$ cat src/rtl/vit_pkg.sv
// Shared definitions for the Viterbi compare-select stage: metric field
// layout and the sequencer state encoding.
package vit_pkg;

  // IEEE-754 single-precision field boundaries; bit 31 (sign) is never compared.
  localparam int METRIC_W = 32;
  localparam int EXP_MSB  = 30;
  localparam int EXP_LSB  = 23;
  localparam int MAN_MSB  = 22;

  typedef enum logic [1:0] {
    IDLE  = 2'd0,
    RUN   = 2'd1,
    DRAIN = 2'd2
  } acs_state_e;

endpackage

$ cat src/rtl/acs_select_sched_if.sv
// Bus bundle between the compare-select sequencer and its environment:
// control handshake, candidate RAM read port, survivor write port and
// best-state result.
interface acs_select_sched_if
  import vit_pkg::*;
#(
  parameter int NUM_STATES = 8,
  parameter int W          = METRIC_W,
  parameter int ADDR_W     = $clog2(NUM_STATES)
);

  logic              start;
  logic              abort;
  logic              busy;
  logic              done;
  logic              rd_en;
  logic [ADDR_W-1:0] rd_addr;
  logic [W-1:0]      rd_cand0;
  logic [W-1:0]      rd_cand1;
  logic              wr_en;
  logic [ADDR_W-1:0] wr_addr;
  logic [W-1:0]      wr_metric;
  logic              wr_surv;
  logic [ADDR_W-1:0] best_state;
  logic [W-1:0]      best_metric;

  // Environment side: issues start/abort and returns candidate metrics.
  modport master (
    output start, abort, rd_cand0, rd_cand1,
    input  busy, done, rd_en, rd_addr, wr_en, wr_addr, wr_metric, wr_surv,
           best_state, best_metric
  );

  // Sequencer side.
  modport slave (
    input  start, abort, rd_cand0, rd_cand1,
    output busy, done, rd_en, rd_addr, wr_en, wr_addr, wr_metric, wr_surv,
           best_state, best_metric
  );

endinterface

$ cat src/rtl/fp_pos_gt.sv
// Positive-float magnitude comparator: b_gt_a is 1 when |b| > |a|.
// For IEEE-754 values the exponent/mantissa bits order the same way as an
// unsigned integer, so a single 31-bit compare suffices. Equal gives 0.
module fp_pos_gt
  import vit_pkg::*;
(
  input  logic [METRIC_W-1:0] a,
  input  logic [METRIC_W-1:0] b,
  output logic                b_gt_a
);

  logic [EXP_MSB:0] mag_a;
  logic [EXP_MSB:0] mag_b;
  logic             unused_sign_bits;

  assign mag_a  = {a[EXP_MSB:EXP_LSB], a[MAN_MSB:0]};
  assign mag_b  = {b[EXP_MSB:EXP_LSB], b[MAN_MSB:0]};
  assign b_gt_a = (mag_b > mag_a);

  // Sign bits are deliberately ignored.
  assign unused_sign_bits = a[METRIC_W-1] ^ b[METRIC_W-1];

endmodule

$ cat src/rtl/acs_select_sched.sv
// Compare-select sequencer for one Viterbi trellis step. Reads both
// candidate metrics of every state, keeps the larger one, writes survivor
// metric plus decision bit, and tracks the best state of the step.
// Pipeline: read strobe -> data valid -> registered write (two cycles).
module acs_select_sched
  import vit_pkg::*;
#(
  parameter int NUM_STATES = 8,
  parameter int W          = METRIC_W,
  parameter int ADDR_W     = $clog2(NUM_STATES)
) (
  input logic              clk,
  input logic              rst_n,
  acs_select_sched_if.slave bus
);

  localparam logic [ADDR_W-1:0] LAST_ADDR = ADDR_W'(NUM_STATES - 1);

  acs_state_e        state_q, state_d;
  logic              rd_en_q, rd_en_d;
  logic [ADDR_W-1:0] rd_addr_q, rd_addr_d;
  logic              valid_q, valid_d;
  logic [ADDR_W-1:0] vaddr_q;
  logic              wr_en_q, wr_en_d;
  logic [ADDR_W-1:0] wr_addr_q;
  logic [W-1:0]      wr_metric_q;
  logic              wr_surv_q;
  logic              done_q, done_d;
  logic              busy_q, busy_d;
  logic [ADDR_W-1:0] best_state_q;
  logic [W-1:0]      best_metric_q;

  logic              kill;
  logic              cand1_wins;
  logic [W-1:0]      winner;
  logic              winner_beats_best;
  logic              best_load;

  // Candidate select: ties favour cand0.
  fp_pos_gt u_sel_cmp (
    .a      (bus.rd_cand0),
    .b      (bus.rd_cand1),
    .b_gt_a (cand1_wins)
  );

  assign winner = cand1_wins ? bus.rd_cand1 : bus.rd_cand0;

  // Best-state update: strictly greater only, so ties keep the lower index.
  fp_pos_gt u_best_cmp (
    .a      (best_metric_q),
    .b      (winner),
    .b_gt_a (winner_beats_best)
  );

  assign kill      = bus.abort && (state_q != IDLE);
  assign best_load = wr_en_d && ((vaddr_q == '0) || winner_beats_best);

  // Next-state, read-issue and pipeline-control logic.
  always_comb begin
    // NOTE: every signal gets a default first so no path leaves it unassigned and infers a latch.
    state_d   = state_q;
    rd_en_d   = 1'b0;
    rd_addr_d = rd_addr_q;
    case (state_q)
      IDLE: begin
        if (bus.start) begin
          state_d   = RUN;
          rd_en_d   = 1'b1;
          rd_addr_d = '0;
        end
      end
      RUN: begin
        if (bus.abort) begin
          state_d = IDLE;
        end else if (rd_addr_q == LAST_ADDR) begin
          state_d = DRAIN;
        end else begin
          rd_en_d   = 1'b1;
          rd_addr_d = rd_addr_q + ADDR_W'(1);
        end
      end
      DRAIN: begin
        if (bus.abort || done_q) begin
          state_d = IDLE;
        end
      end
      default: state_d = IDLE;
    endcase

    valid_d = rd_en_q && !kill;
    wr_en_d = valid_q && !kill;
    done_d  = wr_en_d && (vaddr_q == LAST_ADDR) && (state_q == DRAIN);
    busy_d  = (state_d != IDLE);
  end

  // Control registers: FSM, read port and one-stage valid/address pipe.
  always_ff @(posedge clk or negedge rst_n) begin
    // NOTE: state uses non-blocking assignments so every register samples pre-edge values.
    if (!rst_n) begin
      state_q   <= IDLE;
      rd_en_q   <= 1'b0;
      rd_addr_q <= '0;
      valid_q   <= 1'b0;
      vaddr_q   <= '0;
      wr_en_q   <= 1'b0;
      done_q    <= 1'b0;
      busy_q    <= 1'b0;
    end else begin
      state_q   <= state_d;
      rd_en_q   <= rd_en_d;
      rd_addr_q <= rd_addr_d;
      valid_q   <= valid_d;
      if (rd_en_q) begin
        vaddr_q <= rd_addr_q;
      end
      wr_en_q   <= wr_en_d;
      done_q    <= done_d;
      busy_q    <= busy_d;
    end
  end

  // Survivor write port and best-state tracking; both hold when idle.
  always_ff @(posedge clk or negedge rst_n) begin
    if (!rst_n) begin
      wr_addr_q     <= '0;
      wr_metric_q   <= '0;
      wr_surv_q     <= 1'b0;
      best_state_q  <= '0;
      best_metric_q <= '0;
    end else begin
      if (wr_en_d) begin
        wr_addr_q   <= vaddr_q;
        wr_metric_q <= winner;
        wr_surv_q   <= cand1_wins;
      end
      if (best_load) begin
        best_state_q  <= vaddr_q;
        best_metric_q <= winner;
      end
    end
  end

  assign bus.busy        = busy_q;
  assign bus.done        = done_q;
  assign bus.rd_en       = rd_en_q;
  assign bus.rd_addr     = rd_addr_q;
  assign bus.wr_en       = wr_en_q;
  assign bus.wr_addr     = wr_addr_q;
  assign bus.wr_metric   = wr_metric_q;
  assign bus.wr_surv     = wr_surv_q;
  assign bus.best_state  = best_state_q;
  assign bus.best_metric = best_metric_q;

endmodule
$ cat src/flat_wrapper.sv
// flat-port wrapper written by rule: the top's interface ports become plain ports
module acs_select_sched_flat import vit_pkg::*;
#(
  parameter int NUM_STATES = 8,
  parameter int W          = METRIC_W,
  parameter int ADDR_W     = $clog2(NUM_STATES)
)
  (clk, rst_n, bus_start, bus_abort, bus_rd_cand0, bus_rd_cand1, bus_busy, bus_done, bus_rd_en, bus_rd_addr, bus_wr_en, bus_wr_addr, bus_wr_metric, bus_wr_surv, bus_best_state, bus_best_metric);
  acs_select_sched_if #(.NUM_STATES(NUM_STATES), .W(W), .ADDR_W(ADDR_W)) bus_i ();
  input logic clk;
  input logic rst_n;
  input wire logic [$bits(bus_i.start)-1:0] bus_start;
  input wire logic [$bits(bus_i.abort)-1:0] bus_abort;
  input wire logic [$bits(bus_i.rd_cand0)-1:0] bus_rd_cand0;
  input wire logic [$bits(bus_i.rd_cand1)-1:0] bus_rd_cand1;
  output wire logic [$bits(bus_i.busy)-1:0] bus_busy;
  output wire logic [$bits(bus_i.done)-1:0] bus_done;
  output wire logic [$bits(bus_i.rd_en)-1:0] bus_rd_en;
  output wire logic [$bits(bus_i.rd_addr)-1:0] bus_rd_addr;
  output wire logic [$bits(bus_i.wr_en)-1:0] bus_wr_en;
  output wire logic [$bits(bus_i.wr_addr)-1:0] bus_wr_addr;
  output wire logic [$bits(bus_i.wr_metric)-1:0] bus_wr_metric;
  output wire logic [$bits(bus_i.wr_surv)-1:0] bus_wr_surv;
  output wire logic [$bits(bus_i.best_state)-1:0] bus_best_state;
  output wire logic [$bits(bus_i.best_metric)-1:0] bus_best_metric;
  assign bus_i.start = bus_start;
  assign bus_i.abort = bus_abort;
  assign bus_i.rd_cand0 = bus_rd_cand0;
  assign bus_i.rd_cand1 = bus_rd_cand1;
  assign bus_busy = bus_i.busy;
  assign bus_done = bus_i.done;
  assign bus_rd_en = bus_i.rd_en;
  assign bus_rd_addr = bus_i.rd_addr;
  assign bus_wr_en = bus_i.wr_en;
  assign bus_wr_addr = bus_i.wr_addr;
  assign bus_wr_metric = bus_i.wr_metric;
  assign bus_wr_surv = bus_i.wr_surv;
  assign bus_best_state = bus_i.best_state;
  assign bus_best_metric = bus_i.best_metric;
  acs_select_sched #(.NUM_STATES(NUM_STATES), .W(W), .ADDR_W(ADDR_W)) u_core (.clk(clk), .rst_n(rst_n), .bus(bus_i));
endmodule
$ cat config.mk
export PLATFORM = sky130hd
export DESIGN_NAME = acs_select_sched_flat
export DESIGN_NICKNAME = d
export VERILOG_FILES = /design/src/rtl/vit_pkg.sv /design/src/rtl/acs_select_sched_if.sv /design/src/rtl/fp_pos_gt.sv /design/src/rtl/acs_select_sched.sv /design/src/flat_wrapper.sv
export SDC_FILE = /design/constraint.sdc
export NUM_CORES = 1
export LEC_CHECK = 0
export CORE_UTILIZATION = 50
export CTS_BUF_LIST = sky130_fd_sc_hd__clkbuf_4
export DETAILED_ROUTE_END_ITERATION = 16
export PLACE_DENSITY = 0.83
export SYNTH_ARGS = -nofsm -noshare
export SYNTH_HDL_FRONTEND = slang
export SYNTH_SLANG_ARGS = --single-unit
$ cat constraint.sdc
create_clock -name clk -period 3.2 [get_ports clk]
set_clock_uncertainty 0.1 [all_clocks]
set_input_delay 0.32 -clock clk [delete_from_list [all_inputs] [get_ports clk]]
set_output_delay 0.32 -clock clk [all_outputs]
set_load 0.005 [all_outputs]
==> results.md <==
* Finished Core Util at 84.8%
* Synth cell types at 43
* Critical-path cell list: clkdlybuf4s15_2 -> ha_4 -> nand4_1 -> nor2_2 -> nand4_1 -> buf_4 -> o221ai_4 -> o21ai_4 -> buf_4 -> buf_12 -> buf_4 -> mux2i_2 -> inv_1 -> ha_4 -> nand2_1 -> nor2_1 -> a211oi_2 -> o21a_1 -> a21boi_4 -> o221a_4 -> buf_6 -> buf_12 -> mux2i_1
* Post-Layout Inst Area at 0.00836 mm^2
* Hold_sp: bus_rd_cand1[13]
* Hold Path End: u_core.bus.wr_metric[13]$_DFFE_PN0P_
* Post-DRT Antenna Nets at 0
* Delay of the slowest cell on the worst path at 0.29 ns
* Max Fclk at 0.240 GHz
* Initial antenna violation count at 0
* Placed Area at 0.00722 mm^2
* DIE HEIGHT at 103 um
* Die X at 103 um
* Clock sink count at 84
* Fin. Hold Viols at 0
* First-pass DRT Iterations at 4
* #FFs+latches synth at 84
* Top cells by area, synth: dfrtp_1, ha_1, mux2i_1
* Via/cell ratio at 5.53
* Layout cells sized above 1 at 37.2%
* Vias at 4979
* Syn_nets at 652
* Post-synth top area share at 41.0%
* Storage cell area at 0.00210 mm^2
* Starting Density at 52.0%
* CP max-delay cell: ha_4
* Clock power frac at 10.8%
* Die ar. at 0.0107 mm^2
* Worst VDD drop at 0.404 mV
* Global-route wire length before repair at 25.1 mm
* Dpl hpwl at 10.4 mm
* ANT cells at 0
* Sequential share of power at 31.6%
* CTS Buf Count at 9
* Pwr dens at 644 mW/mm^2
* Syn Area/Cell at 9.86 um^2
* Overall power at 5.38 mW
* Synthesized area at 0.00513 mm^2
* Gr ovfl total at 0
* Tcrit/Tclk final at 130%
* Clock-pin slew on the worst setup and hold paths at 0.14 ns
* Largest net degree at the start of global routing at 85
* Setup CP Type: in2reg
* Startpoint types: primary input
* Status: finished with violations
* Most used DFF post-synth: dfrtp_1
* Htree depth at 3
* Area grow syn2layout at 63.1%
* Clock tree buffer depth at 2
* R2r setup slk at 0.56 ns
* R2R cell count at 11
* Crit end category: flop
* I/O Buffers at 145
* FP Rows at 36
* Worst path most repeated cell: buf_4
* Residual DRC count at 0
* RR Endpoint: u_core.bus.best_metric[12]$_DFFE_PN0P_
* Post-Layout Cell Count at 900
* Cell Int Power at 3.31 mW
* Area of the multi-input gates at 0.00338 mm^2
* Crit-path max FO at 7
* Comb power frac at 57.7%
* Maxcap violations at 0
* Met2 wire len at 9.31 mm
* IO Pins at 146
* # nets final at 894
* Routed wl met3 at 989 um
* Ys async rst share at 100%
* Cells after DPL at 852
* WL final at 17.8 mm
* Final WS setup at -0.965 ns
* Syn Inst Count at 520
* GRT Overall Usage at 31.7%
* Switch share at 38.5%
* Failing checks: negative setup slack
* Count leader, synth: inv_1
* Post-Route M1 WL at 6.72 mm
* # fillers at 522
* Later-pin clock latency in the skew report at 0.46 ns
* Yosys warnings at 0
* Reg2reg start: u_core.bus.best_metric[28]$_DFFE_PN0P_
* Core region area at 0.00986 mm^2
* Final worst path period need at 4.17 ns
* Unrepaired setup endpoints after global routing: yes
* Place WS at -1.88 ns
* Post-synth EDFFs at 0
* Slew headroom at 28.5%
* Crit path required time at 3.48 ns
* CTS tree: yes
* HP Class: in2reg
* Seq/Total Area, Yosys at 41.0%
* Clk root buf: clkbuf_4
* Max Used Layer: met4
* CP bufs+invs at 8
* Setup-failing EPs final at 35
* Psw at 2.07 mW
* First DRT Iteration DRCs at 162
* Routability cong. at 0.870
* Wire per inst at 19.8 um
* Slew @ Worst Pin at 1.07 ns
* Synth top cells by count: inv_1, dfrtp_1, mux2i_1
* Critical path arrival at 4.45 ns
* Critical path's top delay family: buffers and inverters
* Slew Limit Fails at 0
* Worst hold stages at 3
* Synth area leader: dfrtp_1
* Total leakage power at 4.00 nW
* Vias in the first global route at 5156
-- worst max path at each step --
stage,from,to,slack (ns),cells after the start
2_1_floorplan,bus_rd_cand1[28],u_core.bus.best_state[0]$_DFFE_PN0P_,-0.83,18
3_3_place_gp,bus_rd_cand0[4],u_core.bus.best_state[0]$_DFFE_PN0P_,-1.67,20
3_5_place_dp,bus_rd_cand0[4],u_core.bus.best_metric[28]$_DFFE_PN0P_,-1.88,20
4_1_cts,bus_rd_cand0[28],u_core.bus.best_metric[28]$_DFFE_PN0P_,-0.70,22
5_1_grt,bus_rd_cand1[21],u_core.bus.best_metric[13]$_DFFE_PN0P_,-1.03,23
6_report,bus_rd_cand1[21],u_core.bus.best_metric[13]$_DFFE_PN0P_,-0.97,23
-- registers in the layout (all words and copies together) (netlist names), 2 cells and up --
| name | count |
|---|---|
| u_core.bus.wr_metric | 32 |
| u_core.state_q | 2 |
| u_core.bus.best_metric | 32 |
| u_core.bus.rd_addr | 3 |
| u_core.vaddr_q | 3 |
| u_core.bus.best_state | 3 |
| u_core.bus.wr_addr | 3 |
-- cell usage in the layout (no fill, tap or decap), types with 7 or more instances in the layout --
cell and instances:
o21ai_0 8, dfrtp_1 84, clkbuf_4 9, o21ai_1 35, ha_1 29, clkdlybuf4s15_1 9, inv_1 79, buf_4 85
mux2i_1 41, a21o_1 8, inv_2 18, a21oi_2 13, clkbuf_2 16, buf_12 7, mux2i_4 18, nand2_1 49
a21oi_1 7, buf_2 17, dlygate4sd2_1 11, ha_4 31, clkdlybuf4s50_1 82, nand4_1 11
-- layout make-up --
| cell class | instances | share of cell area (%) |
|---|---|---|
| Inverter | 99 | 4.50 |
| Tap cell | 133 | 1.99 |
| Timing Repair Buffer | 245 | 26.5 |
| Multi-Input combinational cell | 323 | 40.4 |
| Clock buffer | 9 | 0.808 |
| Clock inverter | 7 | 0.599 |
| Sequential cell | 84 | 25.1 |
-- layer usage --
metal | vias to the layer above | track usage [%]
li1 | 2260 | -
met1 | 2432 | 36.3
met2 | 209 | 56.6
met3 | 78 | 6.18
met4 | 0 | 15.6
met5 | - | 0
-- power by group through the flow --
| stage | Combinational [mW] | Clock (mW) | Sequential (mW) |
|---|---|---|---|
| floorplan | 1.10 | 0 | 1.68 |
| global placement | 2.32 | 0 | 1.68 |
| detailed placement | 2.41 | 0 | 1.69 |
| CTS | 2.72 | 0.585 | 1.68 |
| global route | 3.34 | 0.637 | 1.73 |
| finish | 3.10 | 0.579 | 1.70 |
-- stage by stage --
| step | hold slack, ns | TNS [ns] |
|---|---|---|
| after detailed placement | 0.368 | -65.76 |
| after CTS | 0.173 | -23.53 |
| after global routing | 0.218 | -33.38 |
| after global placement | 0.362 | -58.70 |
| after floorplan | -0.0756 | -27.58 |
| final | 0.187 | -31.20 |
-- worst min-delay path: stages --
cell,delay [ns]
clkbuf_2,0.14
mux2i_4,0.10
o21ai_1,0.15
-- kinds of logic after synthesis --
logic type | Yosys count | synth area share (%)
multiplexers | 71 | 14.2
AND/OR/NAND/NOR | 97 | 8.96
AO/OA/AOI/OAI | 91 | 10.5
flip-flops | 84 | 41.0
buffers and inverters | 113 | 9.81
adder cells (fa/ha/maj) | 64 | 15.6
-- timing repair --
item | CTS | global route
buffers inserted | 14 | 14
gates cloned | 5 | 1
pin swaps | 54 | 42
endpoints found under the hold margin | 84 | 0
gates resized for setup | 256 | 84
hold buffers | 1 | 0
setup endpoints to repair | 35 | 35
Power figures use the tool's default switching activity.
